$ cat src/rtl/panel_sequencer_pkg.sv
// Shared encodings for the front-panel command sequencer.
// State encodings, one-hot command bit order, and the priority selector.
// No timing of its own; consumed by panel_sequencer.
package panel_sequencer_pkg;

  typedef enum logic [2:0] {
    ST_IDLE    = 3'd0,
    ST_EXEC    = 3'd1,
    ST_MEM     = 3'd2,
    ST_INCR    = 3'd3,
    ST_RELEASE = 3'd4
  } state_t;

  // One-hot command vector, highest bit has highest priority.
  localparam int CMD_W     = 6;
  localparam int CMD_CLEAR = 5;
  localparam int CMD_EXTD  = 4;
  localparam int CMD_ALOAD = 3;
  localparam int CMD_DEP   = 2;
  localparam int CMD_EXAM  = 1;
  localparam int CMD_CONT  = 0;

  // Reduce the raw command lines to one-hot; later (higher) bits overwrite lower ones.
  function automatic logic [CMD_W-1:0] cmd_onehot(input logic [CMD_W-1:0] raw);
    logic [CMD_W-1:0] sel;
    sel = '0;
    for (int b = 0; b < CMD_W; b++) begin
      if (raw[b]) begin
        sel    = '0;
        sel[b] = 1'b1;
      end
    end
    return sel;
  endfunction

endpackage

$ cat src/rtl/panel_sequencer_edge_detect.sv
// Rising-edge detector for the debounced panel strobe.
// Latency: combinational pulse in the first cycle the input is high.
// No backpressure; a held input yields a single one-cycle pulse.
module edge_detect (
  input  logic clk,
  input  logic reset,
  input  logic i_sig,
  output logic o_rise
);

  logic r_sig_d;

  // One-cycle delayed copy of the input.
  always_ff @(posedge clk or posedge reset) begin
    if (reset) r_sig_d <= 1'b0;
    else       r_sig_d <= i_sig;
  end

  assign o_rise = i_sig & ~r_sig_d;

endmodule

$ cat src/rtl/panel_sequencer.sv
// Executes debounced front-panel commands (CLEAR/EXTD/ALOAD/DEP/EXAM/CONT) while the CPU is halted.
// Latency: effects visible 2 cycles after the strobe edge; DEP/EXAM add wait states until mem_ack.
// Backpressure: mem_req held until mem_ack; a held strobe is consumed once and never re-triggers.
module panel_sequencer
  import panel_sequencer_pkg::*;
#(
  parameter logic [11:0] start_addr = 12'o0200
) (
  input  logic        clk,
  input  logic        reset,
  input  logic        triggerd,
  input  logic        cleard,
  input  logic        extd_addrd,
  input  logic        addr_loadd,
  input  logic        depd,
  input  logic        examd,
  input  logic        contd,
  input  logic        sing_step,
  input  logic        cpu_halted,
  input  logic [11:0] sr,
  input  logic [11:0] mem_rdata,
  input  logic        mem_ack,
  output logic        mem_req,
  output logic        mem_we,
  output logic [14:0] mem_addr,
  output logic [11:0] mem_wdata,
  output logic [11:0] pc,
  output logic [2:0]  if_field,
  output logic [2:0]  df_field,
  output logic [11:0] mb,
  output logic        cpu_clear,
  output logic        cpu_run,
  output logic        cpu_step,
  output logic        cmd_err,
  output logic        busy
);

  state_t           r_state, w_state_nxt;
  logic [CMD_W-1:0] r_cmd, w_cmd_nxt;
  logic [11:0]      r_sr, w_sr_nxt;
  logic [11:0]      r_pc, w_pc_nxt;
  logic [2:0]       r_if, w_if_nxt;
  logic [2:0]       r_df, w_df_nxt;
  logic [11:0]      r_mb, w_mb_nxt;
  logic             r_mem_req, w_mem_req_nxt;
  logic             r_mem_we, w_mem_we_nxt;
  logic             r_clear, w_clear_nxt;
  logic             r_run, w_run_nxt;
  logic             r_step, w_step_nxt;
  logic             r_err, w_err_nxt;

  logic             w_trig_rise;
  logic [CMD_W-1:0] w_cmd_sel;

  edge_detect u_edge (
    .clk    (clk),
    .reset  (reset),
    .i_sig  (triggerd),
    .o_rise (w_trig_rise)
  );

  assign w_cmd_sel = cmd_onehot({cleard, extd_addrd, addr_loadd, depd, examd, contd});

  // State and all architectural registers; reset also drops mem_req asynchronously.
  always_ff @(posedge clk or posedge reset) begin
    if (reset) begin
      r_state   <= ST_IDLE;
      r_cmd     <= '0;
      r_sr      <= '0;
      r_pc      <= start_addr;
      r_if      <= '0;
      r_df      <= '0;
      r_mb      <= '0;
      r_mem_req <= 1'b0;
      r_mem_we  <= 1'b0;
      r_clear   <= 1'b0;
      r_run     <= 1'b0;
      r_step    <= 1'b0;
      r_err     <= 1'b0;
    end else begin
      r_state   <= w_state_nxt;
      r_cmd     <= w_cmd_nxt;
      r_sr      <= w_sr_nxt;
      r_pc      <= w_pc_nxt;
      r_if      <= w_if_nxt;
      r_df      <= w_df_nxt;
      r_mb      <= w_mb_nxt;
      r_mem_req <= w_mem_req_nxt;
      r_mem_we  <= w_mem_we_nxt;
      r_clear   <= w_clear_nxt;
      r_run     <= w_run_nxt;
      r_step    <= w_step_nxt;
      r_err     <= w_err_nxt;
    end
  end

  // Next-state and next register values; pulses default low, everything else holds.
  always_comb begin
    w_state_nxt   = r_state;
    w_cmd_nxt     = r_cmd;
    w_sr_nxt      = r_sr;
    w_pc_nxt      = r_pc;
    w_if_nxt      = r_if;
    w_df_nxt      = r_df;
    w_mb_nxt      = r_mb;
    w_mem_req_nxt = r_mem_req;
    w_mem_we_nxt  = r_mem_we;
    w_clear_nxt   = 1'b0;
    w_run_nxt     = 1'b0;
    w_step_nxt    = 1'b0;
    w_err_nxt     = 1'b0;

    case (r_state)
      ST_IDLE: begin
        if (w_trig_rise) begin
          if (|w_cmd_sel) begin
            w_cmd_nxt   = w_cmd_sel;
            w_sr_nxt    = sr;
            w_state_nxt = ST_EXEC;
          end else begin
            w_state_nxt = ST_RELEASE;
          end
        end
      end

      ST_EXEC: begin
        w_state_nxt = ST_RELEASE;
        if (!cpu_halted) begin
          w_err_nxt = 1'b1;
        end else if (r_cmd[CMD_CLEAR]) begin
          w_clear_nxt = 1'b1;
          w_mb_nxt    = '0;
        end else if (r_cmd[CMD_EXTD]) begin
          w_if_nxt = r_sr[5:3];
          w_df_nxt = r_sr[2:0];
        end else if (r_cmd[CMD_ALOAD]) begin
          w_pc_nxt = r_sr;
        end else if (r_cmd[CMD_DEP] || r_cmd[CMD_EXAM]) begin
          w_mem_req_nxt = 1'b1;
          w_mem_we_nxt  = r_cmd[CMD_DEP];
          w_state_nxt   = ST_MEM;
        end else if (r_cmd[CMD_CONT]) begin
          w_step_nxt = sing_step;
          w_run_nxt  = ~sing_step;
        end
      end

      // Transfer runs to completion even if the CPU leaves halt meanwhile.
      ST_MEM: begin
        if (mem_ack) begin
          w_mb_nxt      = r_cmd[CMD_DEP] ? r_sr : mem_rdata;
          w_mem_req_nxt = 1'b0;
          w_mem_we_nxt  = 1'b0;
          w_state_nxt   = ST_INCR;
        end
      end

      ST_INCR: begin
        w_pc_nxt    = r_pc + 12'd1;
        w_state_nxt = ST_RELEASE;
      end

      ST_RELEASE: begin
        if (!triggerd) w_state_nxt = ST_IDLE;
      end

      default: w_state_nxt = ST_IDLE;
    endcase
  end

  assign mem_req   = r_mem_req;
  assign mem_we    = r_mem_we;
  assign mem_addr  = {r_if, r_pc};
  assign mem_wdata = r_sr;
  assign pc        = r_pc;
  assign if_field  = r_if;
  assign df_field  = r_df;
  assign mb        = r_mb;
  assign cpu_clear = r_clear;
  assign cpu_run   = r_run;
  assign cpu_step  = r_step;
  assign cmd_err   = r_err;
  assign busy      = (r_state != ST_IDLE);

endmodule

$ cat config.mk
export PLATFORM = sky130hd
export DESIGN_NAME = panel_sequencer
export DESIGN_NICKNAME = d
export VERILOG_FILES = /design/src/rtl/panel_sequencer_pkg.sv /design/src/rtl/panel_sequencer_edge_detect.sv /design/src/rtl/panel_sequencer.sv
export SDC_FILE = /design/constraint.sdc
export NUM_CORES = 1
export LEC_CHECK = 0
export CAP_MARGIN = 20
export CORE_UTILIZATION = 40
export CTS_BUF_LIST = sky130_fd_sc_hd__clkbuf_16
export CTS_CLUSTER_SIZE = 28
export DETAILED_ROUTE_END_ITERATION = 10
export PLACE_DENSITY = 0.7
export SLEW_MARGIN = 20
export SYNTH_ARGS = -nofsm -noshare
export SYNTH_HDL_FRONTEND = slang
export SYNTH_SLANG_ARGS = --single-unit
export TNS_END_PERCENT = 20
$ cat constraint.sdc
create_clock -name clk -period 3.5 [get_ports clk]
set_input_delay 1.05 -clock clk [delete_from_list [all_inputs] [get_ports clk]]
set_output_delay 1.05 -clock clk [all_outputs]
set_load 0.05 [all_outputs]
; ---- Word level (Yosys, flattened, before mapping)
; Cells that the tools add are included.
[totals]
regBits = 58
input_bits = 36
output_inout_bits = 64
word_cells = 103
[classes]
add_sub_neg = 1
eq_ne = 14
muxes = 58
n_bitwise = 4
n_reduce_logical = 12
[ops]
columns = op, count
row1 = $mux 12, 8
row2 = $pmux 12 s2, 2
row3 = $mux 1, 31
row4 = $mux 6, 5
row5 = $mux 3, 9
row6 = $ne 2x2->1 const B, 9
row7 = $pmux 3 s5, 1
row8 = $add 12x1->12 const B, 1
row9 = $reduce_and 4->1, 2
row10 = $reduce_and 7->1, 1
row11 = $eq 3x2->1 const B, 2
row12 = $reduce_and 3->1, 2
row13 = $reduce_or 6->1, 1
row14 = $reduce_and 5->1, 1
row15 = $pmux 1 s2, 2
row16 = $reduce_bool 2->1, 2
row17 = $eq 3x1->1 const B, 1
row18 = $eq 3x3->1 const B, 1
row19 = $logic_not 3->1, 1
row20 = $not 1->1, 3
row21 = $reduce_bool 3->1, 1
row22 = $ne 2x1->1 const B, 1
row23 = $and 1x1->1, 1
row24 = $logic_or 1x1->1, 1

; ---- Longest topological paths before layout
[depth]
ltp_word = 10
ltp_mapped = 6
depth_no_buf = 5

; ---- By module
; From an unflattened synthesis, not the netlist that was laid out.
[hier_totals]
cells_unflattened = 262
area_unflattened_um2 = 2815.2
[by_module_without_submodules]
columns = module, n_inst, cells_per_inst, area_each_um2, seq_area_each_um2
row1 = panel_sequencer, 1, 259, 2772.7, 1427.6
row2 = edge_detect, 1, 3, 42.5, 25.0

; ---- Worst setup path before layout
; Ideal clock, no wire load.
[synth_timing]
path_type = input -> register
start = input port cleard
end = register r_sr[0], in the netlist mem_wdata[0]
setup_ps = 125
arrival_time_ps = 2456
required_time_ps = 3375
setup_slack_ps = 919
stages = 6
n_path_buf = 2
path_cell_list = or4_4 > nor3_2 > nand2b_1 > buf_6 > buf_6 > mux2_2
[synth_via]
elab_chain_len = 3
[synth_lines]
columns = item, line
row1 = "start, declared", panel_sequencer.sv:12  ; input logic cleard,
row2 = $mux 6, panel_sequencer_pkg.sv:28  ; if (raw[b]) begin
row3 = $reduce_or 6->1, panel_sequencer.sv:116  ; if (|w_cmd_sel) begin
row4 = $reduce_and 3->1 (no source line), n/a
row5 = "end signal, assigned", panel_sequencer.sv:83  ; r_sr <= w_sr_nxt;
row6 = "end, declared", panel_sequencer.sv:40  ; logic [11:0] r_sr, w_sr_nxt;
; No other way between the ends.
; A chain may end at the register's enable or synchronous reset.

; ---- Final worst setup path
[layout_timing]
start = register r_state[2]
end = output port busy
[layout_via]
elab_chain_len = 1
[layout_lines]
columns = item, line
row1 = "start, declared", panel_sequencer.sv:38  ; state_t r_state, w_state_nxt;
row2 = "start signal, assigned", panel_sequencer.sv:81  ; r_state <= w_state_nxt;
row3 = $reduce_bool 3->1, panel_sequencer.sv:183  ; assign busy = (r_state != ST_IDLE);
row4 = "end, declared", panel_sequencer.sv:35  ; output logic busy
; No other way between the ends.

==> results.py <==
metrics = {
    "outcome": {
        "status": "complete, no violations",
    },
    "timing": {
        "hold_violations": 0,
        "max_freq_mhz": 336,
        "fin_skew_ns": 0.00728,
        "layout_min_cycle_time_ns": 2.98,
        "worstMarginPinSlew_ns": 0.823,
        "slew_headroom": 0.451,
        "drv_slew": 0,
        "rsz0062_at_grt": "no",
        "setup_tns_ns": 0,
        "period_share": 0.851,
        "setup_viol": 0,
        "worst_slack_ns": 0.520,
    },
    "cells_and_area": {
        "final_cells": 441,
        "final_core_util": 0.595,
        "design_area_um2": 4040,
        "nets": 377,
        "drive_gt1_frac": 0.145,
        "antenna_cells": 0,
        "syn_to_final_growth_pct": 44.0,
    },
    "detailed_routing": {
        "post_drt_wl_per_cell_um": 16.2,
        "ant_nets": 0,
        "routed_wl_um": 7130,
        "vias": 2302,
        "via_per_inst": 5.22,
        "detail_route.iter0.violations": 121,
        "drc": 0,
        "drtPass1Iterations": 4,
    },
    "global_route": {
        "grt_usage": 0.206,
        "grt_max_degree": 24,
        "antenna_found_initial": 0,
        "grt_pass1_vias": 2245,
        "grt_first_pass_wirelength_um": 11400,
        "grt_overflow_total": 0,
    },
    "worst_setup_path": {
        "start_kind": "flop",
        "cp_data_arrival_time_ns": 1.93,
        "reg2reg_depth": 4,
        "crit_fanout": 14,
        "cp-end-kind": "output pin",
        "criticalPathCategory": "reg -> out",
        "cp.required_ns": 2.45,
    },
    "cts": {
        "insertion_delay_ns": 0.32,
        "path_clk_slew_ns": 0.05,
        "cts_sinks": 58,
        "postCtsSetupRepairBufs": 0,
        "cts-root-buf": "clkbuf_16",
        "cts_hold_buf": 0,
        "cts-htree-levels": 3,
        "post_cts_resize_count": 0,
        "cts_buffers": 9,
        "clockBufferDepth": 2,
        "cts_tree": "built",
    },
    "synth": {
        "seq_area_frac_synth": 0.518,
        "yosys.area.top_type_share": 0.508,
        "ys_ff_latch": 58,
        "syn_area_per_cell_um2": 11.1,
        "async_reset_ff_frac": 1.00,
        "ys_warn_count": 0,
        "synth-edff-count": 0,
        "synth_nets": 289,
        "ys_top_cells_by_area": "dfrtp_1 (51%), mux2_2 (9.2%), mux2i_1 (5.3%), buf_4 (4.0%), nand2_1 (2.5%)",
        "syn_area_um2": 2810,
        "synth_common_cells": "dfrtp_1 (57), mux2_2 (23), nand2_1 (19)",
        "ys.flop_type": "dfrtp_1",
        "synth_most_common_cell": "dfrtp_1",
        "synth_cell_types": 52,
        "synth_cells": 252,
        "synth.largest_area_cell": "dfrtp_1",
    },
    "power": {
        "p_seq_frac": 0.295,
        "p_switching_mw": 1.84,
        "switching_share": 0.472,
        "comb_power_share": 0.514,
        "leakagePower_nw": 1.70,
        "clock_power_share": 0.190,
        "internal_power_mw": 2.05,
        "ir_drop_mv": 0.523,
        "pwr_density_cell_nw_per_um2": 964,
    },
    "floorplanning": {
        "rows": 30,
        "pin_count": 100,
        "dieArea_um2": 7350,
        "core_area_um2": 6790,
        "die_h_um": 85.8,
        "fp.dieW_um": 85.8,
        "start_util": 0.413,
    },
    "place": {
        "gp_congestion": 0.812,
        "port_buffers": 99,
        "place_ws_ns": 0.341,
        "dpl_cell_area_um2": 3780,
        "placed_cells": 425,
        "dp_hpwl_um": 5210,
    },
    "job": {
        "maxCapViolations": 0,
    },
    "hold_path": {
        "hold_path_depth": 2,
        "hold_path_class": "reg -> reg",
    },
}
## flip-flops by register name, indices dropped and copies added, names as in the netlist
name / count
mem_wdata: 12
cpu_clear: 1
df_field: 3
cpu_step: 1
cmd_err: 1
cpu_run: 1
mb: 12
if_field: 3
u_edge.r_sig_d: 1
r_state: 3
r_cmd: 6
mem_we: 1
pc: 12
mem_req: 1
## per-layer routing
metal	vias up	track usage	routed length (um)	part of all wire
li1	1069	-	-	-
met1	1136	0.269	3110	0.44
met2	85	0.326	3500	0.49
met3	12	0.0433	343	0.048
met4	0	0.105	171	0.024
met5	-	0	0	0
## power groups by stage
stage               Combinational [mW]  Clock (mW)  Sequential [mW]
floorplan                        0.712           0             1.82
global placement                  1.98           0             1.14
detailed placement                2.01           0             1.16
CTS                               2.02       0.754             1.15
global route                      2.08       0.796             1.18
finish                            2.00       0.741             1.15
## stage by stage
step,hold WS [ns],total power [mW]
global route,0.525,4.06
global placement,0.461,3.13
finish,0.486,3.89
detailed placement,0.477,3.16
CTS,0.489,3.92
floorplan,0.463,2.53
## final timing paths
path	to	from	slack [ns]
min in group asynchronous	df_field[1]	reset	1.02
max reg2reg	mem_we	r_cmd[2]	1.43
min	mb[10]	mb[10]	0.49
max	busy	r_state[2]	0.52
min reg2reg	mb[10]	mb[10]	0.49
max in group asynchronous	pc[7]	reset	1.81
## worst max-delay path: stages, from the launching register on
cell and delay, ns:
dfrtp_1 0.36, buf_4 0.18, or3_1 0.36, clkdlybuf4s50_1 0.71
## cell usage in the layout, fill, tap and decap left out, types with 2 or more instances in the layout
cell	n
clkdlybuf4s50_1	99
dfrtp_1	57
mux2_2	23
nand2_1	19
nor2_1	17
mux2i_1	15
o21ai_0	13
clkbuf_16	9
nand3_1	6
inv_1	6
buf_4	6
a211oi_1	5
nor2b_1	4
and2_1	4
nand2b_1	4
a21oi_1	4
nand4_1	3
a311oi_1	3
clkinv_2	3
nor3b_1	2
nand3b_1	2
nand4b_1	2
nor3_1	2
o211ai_1	2
o311ai_0	2
and3_1	2
or4_4	2
o21a_1	2
o32ai_1	2
nor4_1	2
## logic make-up (layout without fill, tap and decap cells)
| group | after synthesis | after routing | share of synthesized area |
|---|---|---|---|
| and+or+nand+nor | 80 | 80 | 0.156 |
| AOI/OAI and AO/OA | 42 | 42 | 0.104 |
| muxes | 38 | 38 | 0.146 |
| xor gates and xnor gates | 1 | 1 | 0.00312 |
| DFF | 58 | 58 | 0.518 |
| adders and majority gates | 1 | 1 | 0.00446 |
| buffers and inverters | 32 | 125 | 0.0687 |
## final cells by class
type | instances | area (um2)
fillers | 606 | 2750
clock inverters | 7 | 30.0
flip-flops and latches | 58 | 1450
repair buffers | 105 | 1040
clock buffers | 9 | 225
multi-input cells | 162 | 1160
inverters | 4 | 15.0
well taps | 96 | 120
No activity file was read; power rests on OpenSTA's default activity.
